<file path="src/rtl/dds_pkg.sv">
// dds_pkg: shared DDS control types, widths and the saturating step helper
package dds_pkg;
  localparam int PHASE_W = 32;
  localparam logic [PHASE_W-1:0] INC_RESET_DEF = 32'd179_272;
  typedef enum logic [1:0] {IDLE = 2'd0, HOLD = 2'd1, RPT = 2'd2, LOCK = 2'd3} state_t;
  // One extra bit keeps the sum and the lower bound from wrapping
  function automatic logic [PHASE_W-1:0] sat_step(
    input logic [PHASE_W-1:0] v,
    input logic [PHASE_W-1:0] st,
    input logic [PHASE_W-1:0] lo,
    input logic [PHASE_W-1:0] hi,
    input logic up
  );
    logic [PHASE_W:0] sum, floor_lim;
    sum = {1'b0, v} + {1'b0, st};
    floor_lim = {1'b0, lo} + {1'b0, st};
    return up ? (sum > {1'b0, hi} ? hi : sum[PHASE_W-1:0])
              : ({1'b0, v} < floor_lim ? lo : v - st);
  endfunction
endpackage

</file>
<file path="src/rtl/key_debounce.sv">
// key_debounce: two-flop synchroniser plus stability counter for one active-low key
module key_debounce #(
  parameter int unsigned DEBOUNCE_CYC = 500_000
) (
  input  logic clk,
  input  logic rst_n,
  input  logic key_n,
  output logic pressed
);
  localparam int CW = $clog2(DEBOUNCE_CYC);
  logic [1:0] sync;
  logic level;
  logic [CW-1:0] cnt;
  assign pressed = ~level;
  always_ff @(posedge clk or negedge rst_n) begin
    if (!rst_n) begin
      sync <= 2'b11;
      level <= 1'b1;
      cnt <= '0;
    end else begin
      sync <= {sync[0], key_n};
      if (sync[1] == level) cnt <= '0;
      else if (cnt == CW'(DEBOUNCE_CYC - 1)) begin
        level <= sync[1];
        cnt <= '0;
      end else cnt <= cnt + 1'b1;
    end
  end
endmodule

</file>
<file path="src/rtl/dds_freq_ctrl.sv">
// dds_freq_ctrl: debounced up/down keys with auto-repeat drive a saturating phase increment
module dds_freq_ctrl
  import dds_pkg::*;
#(
  parameter int unsigned DEBOUNCE_CYC = 500_000,
  parameter int unsigned REPEAT_DLY = 50_000_000,
  parameter int unsigned REPEAT_PER = 1_000_000,
  parameter logic [PHASE_W-1:0] STEP = 32'd100,
  parameter logic [PHASE_W-1:0] INC_RESET = INC_RESET_DEF,
  parameter logic [PHASE_W-1:0] INC_MIN = 32'd100,
  parameter logic [PHASE_W-1:0] INC_MAX = 32'h7FFF_FFFF
) (
  input  logic clk,
  input  logic rst_n,
  input  logic key_up_n,
  input  logic key_dn_n,
  output logic [PHASE_W-1:0] freq_inc,
  output logic inc_upd,
  output logic at_limit
);
  logic up, dn, dir_up, active, other, step, step_up;
  logic [31:0] timer;
  logic [PHASE_W-1:0] nxt;
  state_t state;
  key_debounce #(.DEBOUNCE_CYC(DEBOUNCE_CYC)) u_up (.clk(clk), .rst_n(rst_n), .key_n(key_up_n), .pressed(up));
  key_debounce #(.DEBOUNCE_CYC(DEBOUNCE_CYC)) u_dn (.clk(clk), .rst_n(rst_n), .key_n(key_dn_n), .pressed(dn));
  always_comb begin
    active = dir_up ? up : dn;
    other = dir_up ? dn : up;
    step = state == IDLE ? up ^ dn
         : (state == HOLD || state == RPT) && active && !other && timer == '0;
    step_up = state == IDLE ? up : dir_up;
    nxt = sat_step(freq_inc, STEP, INC_MIN, INC_MAX, step_up);
  end
  always_ff @(posedge clk or negedge rst_n) begin
    if (!rst_n) begin
      state <= IDLE;
      dir_up <= 1'b0;
      timer <= '0;
      freq_inc <= INC_RESET;
      inc_upd <= 1'b0;
      at_limit <= 1'b0;
    end else begin
      inc_upd <= step && nxt != freq_inc;
      if (step) begin
        freq_inc <= nxt;
        at_limit <= nxt == INC_MIN || nxt == INC_MAX;
      end
      case (state)
        IDLE:
          if (up && dn) state <= LOCK;
          else if (up || dn) begin
            state <= HOLD;
            dir_up <= up;
            timer <= 32'(REPEAT_DLY - 1);
          end
        HOLD, RPT:
          if (other) state <= LOCK;
          else if (!active) state <= IDLE;
          else if (timer == '0) begin
            state <= RPT;
            timer <= 32'(REPEAT_PER - 1);
          end else timer <= timer - 1'b1;
        default:
          if (!up && !dn) state <= IDLE;
      endcase
    end
  end
endmodule

</file>
<file path="config.mk">
export PLATFORM = sky130hd
export DESIGN_NAME = dds_freq_ctrl
export DESIGN_NICKNAME = d
export VERILOG_FILES = /design/src/rtl/dds_pkg.sv /design/src/rtl/key_debounce.sv /design/src/rtl/dds_freq_ctrl.sv
export SDC_FILE = /design/constraint.sdc
export NUM_CORES = 1
export LEC_CHECK = 0
export ABC_CLOCK_PERIOD_IN_PS = 5500
export BUFFER_PORTS_ARGS = -buffer_cell sky130_fd_sc_hd__buf_2
export CELL_PAD_IN_SITES_DETAIL_PLACEMENT = 1
export CELL_PAD_IN_SITES_GLOBAL_PLACEMENT = 1
export CORE_UTILIZATION = 40
export DETAILED_ROUTE_END_ITERATION = 10
export PLACE_DENSITY_LB_ADDON = 0.1
export SYNTH_ARGS = -nofsm -noshare
export SYNTH_HDL_FRONTEND = slang
export SYNTH_SLANG_ARGS = --single-unit
</file>
<file path="constraint.sdc">
create_clock -name clk -period 5.5 [get_ports clk]
set_input_delay 0.825 -clock clk [delete_from_list [all_inputs] [get_ports clk]]
set_output_delay 0.825 -clock clk [all_outputs]
set_load 0.05 [all_outputs]
</file>
==> results.cfg, run 1 <==
[run_status]
status = complete, no violations

[yosys]
synthArstFlopShare = 1.00
synth_top_area_frac = 0.299
synth_ff_type = dfrtp_1
yosys-top-cells-area = dfrtp_1 (30%), nor2_1 (6.0%), nand2_1 (4.6%), dfstp_2 (4.4%), o21ai_0 (4.1%)
syn-instance-count = 1039
yosys_warnings = 0
synth.distinct_cells = 84
yosys-top-cells-count = nor2_1 (132), nand2_1 (102), dfrtp_1 (99)
synth_enable_flop_cells = 0
syn_area_per_cell_um2 = 7.97
synth_top_cell_by_area = dfrtp_1
synth_seq_area_share = 0.344
yosysMostFrequentCell = nor2_1
syn_nets = 1054
syn_area_um2 = 8280
ys_seq_elements = 113

[placement]
port-buffer-count = 37
placed_cell_area_um2 = 8720
gp_congestion = 0.941
hpwl_mm = 21.4
post-place-ws_ns = 1.03

[detailed_routing]
vias_per_cell = 6.31
via_count = 8364
drt_wl_total_mm = 29.5
first_iter_violations = 535
drt-wirelength-per-cell_um = 22.3
dr.pass1.iters = 6
drc = 0
drtAntennaViolNets = 0

[cts]
clock-sinks = 113
cts_setup_buffers = 0
cts_hold_buf = 0
cts_root_buf = clkbuf_16
cts.path.max_buffers = 2
clock_latency_ns = 0.43
cts_inserted_buffers = 17
htree_levels = 4
cts_tree = done
clk_pin_slew_ns = 0.07
cts_resized = 0

[setup_path]
path_cells = ha_1, a211o_1, nand3_1, buf_4, or3_1, xnor2_1, nor4_1, a31oi_1, nand2_1, a21o_1, a22oi_1, a31oi_1
slowest_stage = dfstp_2
cp_max_fo = 17
startpoint_type = flip-flop
worstSetupPathType = flip-flop to flip-flop
required_ns = 5.78
cp-end-kind = flip-flop
max_stage_delay_ns = 0.73
critPathArrivalTime_ns = 4.88
critPathTopFamily = compound AO/OA/AOI/OAI gates
cpMostUsedCell = a31oi_1
crit_buf_inv = 1

[floorplan]
die_area_um2 = 21300
fp.dieH_um = 146
core-area_um2 = 20200
die_w_um = 146
start_util = 0.409
rows = 52
num_io_pins = 38

[global_route]
grt_max_degree = 60
grt_pass1_vias = 8322
grt_pass1_wl_mm = 47.5
grt_use_total = 0.285
grt_overflow = 0
antenna_found_initial = 0

[sta]
worst_slew_pin_slew_ns = 0.953
layout_worst_path_cycle_share = 0.835
period_needed_ns = 4.59
hold_viol = 0
finalSetupTns_ns = 0
slew_violations = 0
timing.fmax_mhz = 218
holdWs_ns = 0.356
rsz0062_at_grt = no
finClkSkew_ns = 0.0133
slew_headroom = 0.365
layout_setup_ws_ns = 0.905
finalSetupViolations = 0

[worst_hold_path]
min_path_type = flip-flop to flip-flop

[pwr]
leakage_nw = 3.74
ir_drop_mv = 0.189
power_density_nw_per_um2 = 212
power.total_mw = 1.97

[layout]
num_antenna_cells = 0
drive_gt1_frac = 0.136
area_growth_pct = 12.2
fin_nets = 1057
fillers = 2424
fin_area_um2 = 9290

[run]
maxCapViolations = 0
==> metal layers <==
layer / part of all wire / GRT usage / up-vias
met5: 0 / 0 / -
met1: 0.44 / 0.379 / 4167
met4: 0.038 / 0.124 / 0
li1: - / - / 3892
met3: 0.052 / 0.0498 / 67
met2: 0.47 / 0.454 / 238
==> where the power goes <==
group	switching, mW	total, mW	internal [mW]
Sequential	0.00450	0.843	0.838
Combinational	0.0245	0.0304	0.00590
Clock	0.458	1.10	0.638
Total	0.487	1.97	1.48
==> placed cells by master (no fill, tap or decap), drive strengths merged, types with 10 or more instances in the layout <==
cell and count:
nor2 132, nand2 102, dfrtp 99, o21ai 81, buf 55, a21oi 48, nor3 40, nand3 38
inv 34, a31oi 33, nand4 28, nor4 27, xnor2 23, xor2 22, or3 19, or4 19
clkbuf 18, o31ai 15, dfstp 14, and3 13, ha 11, or2 11, o22ai 10, a22o 10
==> logic make-up (layout without fill, tap and decap cells) <==
family | Yosys count | in the layout | synth area share
adder cells (fa/ha/maj) | 11 | 11 | 0.0166
multiplexers | 5 | 5 | 0.00635
XOR/XNOR | 45 | 45 | 0.0476
flip-flops | 113 | 113 | 0.344
AO/OA/AOI/OAI | 294 | 294 | 0.240
AND/OR/NAND/NOR | 470 | 470 | 0.295
buffers and inverters | 101 | 117 | 0.0511
==> worst paths after layout <==
path	start	endpoint	slack, ns	depth (start not counted)
min	u_up.sync[0]	u_up.sync[1]	0.36	0
max reg2reg	freq_inc[3]	inc_upd	0.91	12
max	freq_inc[3]	inc_upd	0.91	12
max in group asynchronous	rst_n	freq_inc[1]	3.81	2
min in group asynchronous	rst_n	u_dn.cnt[10]	0.44	1
min reg2reg	u_up.sync[0]	u_up.sync[1]	0.36	0
==> stage by stage <==
step	utilization	std cells
after floorplan	-	1039
after global placement	0.431	1293
after detailed placement	0.431	1293
after CTS	0.459	1325
after global routing	0.459	1325
final	0.459	1325
==> cell type report <==
cell class | count | area (um^2) | area share
multi-input combinational | 825 | 5070 | 0.546
clock inverter | 14 | 130 | 0.0140
sequential | 113 | 2850 | 0.306
inverter | 30 | 113 | 0.0121
tap | 270 | 338 | 0.0364
clock buffer | 18 | 439 | 0.0473
timing repair buffer | 55 | 348 | 0.0375
==> sequential cells by signal, indices dropped and copies added (netlist names) <==
register	count
u_up.cnt	19
freq_inc	32
u_dn.cnt	19
u_dn.sync	2
inc_upd	1
u_dn.level	1
u_up.level	1
u_up.sync	2
dir_up	1
state	2
timer	32
at_limit	1
Power figures use the tool's default switching activity.
==> inputs of run 2 (changes only) <==
- ABC_CLOCK_PERIOD_IN_PS: 5500 -> 4000
- clock period: 5.5 -> 4 ns (I/O delays scaled with it)
==> run 2 against run 1 <==
Combinational power grew 39%. Flip-flop and latch count is the same. Core utilization grew 2.6 points. Clock-buffer cell count shrank 1. Largest power group unchanged.
==> results.cfg, run 2 (synthesized netlist as in run 1, its figures left out) <==
[run_status]
status = complete, no violations

[layout]
drive_gt1_frac = 0.191
multi_input_area_um2 = 5090
top_regs = freq_inc x32, timer x32
area_growth_pct = 18.5
fin_nets = 1128
fin_area_um2 = 9810
register_area_um2 = 2850
stdcell_count = 1396
utilization = 0.485
most-common-layout-cells = nor2_1 (132), nand2_1 (102), dfrtp_1 (99), buf_4 (89), o21ai_0 (68)
num_antenna_cells = 0
mostFrequentLayoutCell = nor2_1
fillers = 2481

[setup_path]
regToRegSetupSlack_ns = 0.1
cp_max_fo = 13
startpoint_type = flip-flop
worstSetupStartpoint = freq_inc[10]
r2r_start = freq_inc[10]
worstSetupPathType = flip-flop to flip-flop
max_stage_delay_ns = 0.66
required_ns = 4.29
critPathArrivalTime_ns = 4.19
cp-end-kind = flip-flop
slowest_stage = dfstp_2
path_cells = nand4_2, or4_4, or4_1, a211oi_1, nand4_1, o21ai_2, a21boi_0, o22a_1, nor4_1, a31oi_1

[floorplan]
core-area_um2 = 20200
fp.dieH_um = 146
start_util = 0.409
num_io_pins = 38
rows = 52
die_area_um2 = 21300
die_w_um = 146

[cts]
cts_setup_buffers = 0
clock-sinks = 113
clock_latency_ns = 0.44
htree_levels = 4
cts_root_buf = clkbuf_16
cts_tree = done
cts.path.max_buffers = 2
clk_pin_slew_ns = 0.07
cts_inserted_buffers = 17

[sta]
finalSetupViolations = 0
finClkSkew_ns = 0.0145
rsz0062_at_grt = no
slew_headroom = 0.369
slew_violations = 0
holdWs_ns = 0.134
layout_worst_path_cycle_share = 0.976
period_needed_ns = 3.90
hold_viol = 0
timing.fmax_mhz = 256
worst_slew_pin_slew_ns = 0.934
layout_setup_ws_ns = 0.0979
finalSetupTns_ns = 0

[global_route]
grt_overflow = 0
grt_use_total = 0.309
antenna_found_initial = 0
grt_pass1_wl_mm = 50.9
grt_max_degree = 42
grt_pass1_vias = 8792

[pwr]
power.total_mw = 2.68
ir_drop_mv = 0.256
clkPwrFrac = 0.552
p_comb_frac = 0.016
leakage_nw = 4.10
p_sw_mw = 0.707
internal_power_mw = 1.97
power_density_nw_per_um2 = 273
seq_power_share = 0.433
p_sw_frac = 0.264

[worst_hold_path]
min_path_type = input pin to async pin

[detailed_routing]
first_iter_violations = 641
drc = 0
drt_wl_total_mm = 32.0
via_count = 8740
dr.pass1.iters = 5
drt-wirelength-per-cell_um = 22.9
drtAntennaViolNets = 0
vias_per_cell = 6.26

[placement]
gp_congestion = 1.02
port-buffer-count = 37
numPlacedInstances = 1364
placed_cell_area_um2 = 9240
post-place-ws_ns = 0.205
hpwl_mm = 23.8

[run]
maxCapViolations = 0
==> run 2: cell type report <==
cell class	instances	area share
tap	270	0.0344
timing repair buffer	126	0.0885
inverter	30	0.0115
sequential	113	0.290
clock buffer	17	0.0434
multi-input combinational	825	0.519
clock inverter	15	0.0128
==> run 2: path summary, 6_finish.rpt <==
check	endpoint	depth (start not counted)
max reg2reg	inc_upd	10
min reg2reg	u_up.sync[1]	0
min in group clk	u_dn.sync[0]	1
max	inc_upd	10
max in group asynchronous	freq_inc[3]	2
min	u_dn.cnt[3]	1
==> run 2: power by group through the flow <==
stage,clock [mW],combinational (mW),sequential (mW)
floorplan,0,0.0143,1.18
global placement,0,0.0447,1.18
detailed placement,0,0.0458,1.18
CTS,1.50,0.0454,1.16
global route,1.53,0.0513,1.16
finish,1.48,0.0423,1.16
==> run 2: repair_timing <==
item | in CTS | in global routing
setup endpoints to repair | 0 | 1
resized for setup | 0 | 3
hold buffers | 0 | 0
==> run 2: per-layer routing <==
layer | global-route usage | wire [um] | vias to the layer above
met5 | 0 | 0 | -
met4 | 0.172 | 1500 | 0
met3 | 0.0614 | 1960 | 99
met2 | 0.496 | 14900 | 289
met1 | 0.390 | 13700 | 4329
li1 | - | - | 4023
==> run 2: worst max-delay path: cells and delay by family (launching register included) <==
| family | cells | cell delay (ns) |
|---|---|---|
| compound gates | 5 | 1.28 |
| flops | 1 | 0.66 |
| simple gates | 5 | 1.82 |
==> inputs of run 3 (changes only) <==
- ABC_AREA: not set -> 1
- PLACE_DENSITY_LB_ADDON: 0.1 -> 0.05
- SYNTH_HIERARCHICAL: not set -> 1
==> run 3 against run 2 <==
Largest power group unchanged. Hold slack gained 0.091 ns. Final cell count grew 25%. Register-to-register slack gained 0.27 ns. Clock power grew 9%. Highest routed layer unchanged. Synthesized cell count grew 36%. Largest cell class unchanged. Critical path depth grew 10. Non-clock buffer count shrank 62. Core utilization shrank 2.2 points.
==> results.cfg, run 3 <==
[cts]
cts_root_buf = clkbuf_16
cts_tree = done
clk_pin_slew_ns = 0.07
cts_setup_buffers = 0
htree_levels = 4
clock_latency_ns = 0.43
cts_resized = 0
cts.path.max_buffers = 2
cts_inserted_buffers = 17
cts_hold_buf = 0
clock-sinks = 113

[run_status]
status = complete, no violations

[detailed_routing]
drc = 0
first_iter_violations = 535
drtAntennaViolNets = 0
via_count = 9424
dr.pass1.iters = 5
drt-wirelength-per-cell_um = 18.7
vias_per_cell = 5.39
drt_wl_total_mm = 32.7

[global_route]
grt_max_degree = 64
grt_overflow = 0
grt_pass1_vias = 9247
antenna_found_initial = 0
grt_use_total = 0.296
grt_pass1_wl_mm = 50.8

[yosys]
yosys_warnings = 6
syn_area_um2 = 8910
syn_area_per_cell_um2 = 6.33
syn_nets = 1423
synth_ff_type = dfrtp_1
synth.distinct_cells = 48
synth_top_cell_by_area = dfrtp_1
synth_seq_area_share = 0.319
syn-instance-count = 1408
synth_enable_flop_cells = 0
synthArstFlopShare = 1.00
ys_seq_elements = 113
yosys-top-cells-count = nand2_1 (393), nor2_1 (233), inv_1 (169)
yosysMostFrequentCell = nand2_1
synth_top_area_frac = 0.278
yosys-top-cells-area = dfrtp_1 (28%), nand2_1 (17%), nor2_1 (9.8%), nand3_1 (7.2%), inv_1 (7.1%)

[setup_path]
crit_buf_inv = 1
worstSetupStartpoint = freq_inc[10]
r2r-end = inc_upd
cp_max_fo = 29
slowest_stage = dfstp_2
endpoint = inc_upd
cpMostUsedCell = nand2_1
max_stage_delay_ns = 0.68
critPathArrivalTime_ns = 3.92
crit_cells = 20
reg2reg_depth = 20
r2r_start = freq_inc[10]
cp-end-kind = flip-flop
required_ns = 4.29
critPathTopFamily = simple AND/OR/NAND/NOR gates
startpoint_type = flip-flop
path_cells = nand2_1, nor2_1, nand2_1, nor2_2, nand2_1, xor2_1, nand2_1, nor2_1, nand3_1, nand2_2, nand3_4, buf_12, nand2_1, nand2_1, nand2_1, nand2_1, nor2_1, nand3_1, nor2_1, nor2_1
regToRegSetupSlack_ns = 0.36
worstSetupPathType = flip-flop to flip-flop

[run]
maxCapViolations = 0

[layout]
top_regs = freq_inc x32, timer x32
most-common-layout-cells = nand2_1 (393), nor2_1 (233), inv_1 (169), nand3_1 (128), dfrtp_1 (99)
fin_nets = 1470
area_growth_pct = 13.4
fin_area_um2 = 10100
mostFrequentLayoutCell = nand2_1
num_antenna_cells = 0
drive_gt1_frac = 0.121
utilization = 0.463

[sta]
finClkSkew_ns = 0.0226
hold_viol = 0
finalSetupViolations = 0
layout_worst_path_cycle_share = 0.909
slew_headroom = 0.518
finalSetupTns_ns = 0
period_needed_ns = 3.64
worst_slew_pin_slew_ns = 0.722
layout_setup_ws_ns = 0.365
slew_violations = 0
rsz0062_at_grt = no
timing.fmax_mhz = 275

[floorplan]
num_io_pins = 38
core-area_um2 = 21800
die_w_um = 151
die_area_um2 = 22900
start_util = 0.408
rows = 54
fp.dieH_um = 151

[placement]
gp_congestion = 0.965
placed_cell_area_um2 = 9500
port-buffer-count = 37
post-place-ws_ns = 0.485
hpwl_mm = 25.4

[pwr]
power_density_nw_per_um2 = 279
leakage_nw = 5.02
ir_drop_mv = 0.211

[worst_hold_path]
min_path_type = input pin to async pin
==> run 3: how the worst min path moves through the flow <==
stage | endpoint | cells past startpoint
2_1_floorplan | at_limit | 0
5_1_grt | u_up/sync[0] | 1
3_5_place_dp | u_dn/sync[1] | 0
4_1_cts | u_up/cnt[14] | 1
3_3_place_gp | u_up/sync[1] | 0
6_report | u_up/cnt[14] | 1
==> run 3: cell type report <==
class | instances | area [um^2]
inverters | 179 | 672
flip-flops and latches | 113 | 2850
clock buffers | 21 | 450
well taps | 280 | 350
multi-input cells | 1080 | 5220
repair buffers | 64 | 415
fillers | 2967 | 11700
clock inverters | 11 | 156
==> run 3: layer usage <==
layer	global-route usage	routed length, um	up-vias
li1	-	-	4570
met1	0.413	15600	4524
met2	0.457	14500	259
met3	0.0440	1560	71
met4	0.115	996	0
met5	0	0	-
==> run 3: cell families (layout without fill, tap and decap cells) <==
group	after synthesis	count (layout)	synth area share
and+or+nand+nor	861	861	0.422
buffers and inverters	215	275	0.0964
AOI/OAI and AO/OA	160	160	0.0974
DFF	113	113	0.319
xor gates and xnor gates	47	47	0.0479
adders and majority gates	11	11	0.0154
muxes	1	1	0.00126
==> run 3: per-stage QoR <==
step,cells,total power [mW],hold slack [ns]
floorplan,1408,1.19,0.304
finish,1748,2.83,0.226
global placement,1716,1.23,0.350
global route,1748,2.91,0.265
detailed placement,1716,1.23,0.350
CTS,1748,2.85,0.250
==> run 3: power by group <==
part	internal [mW]	switching [mW]
Clock	1.00	0.616
Combinational	0.00958	0.0377
Sequential	1.15	0.00481
Total	2.17	0.658
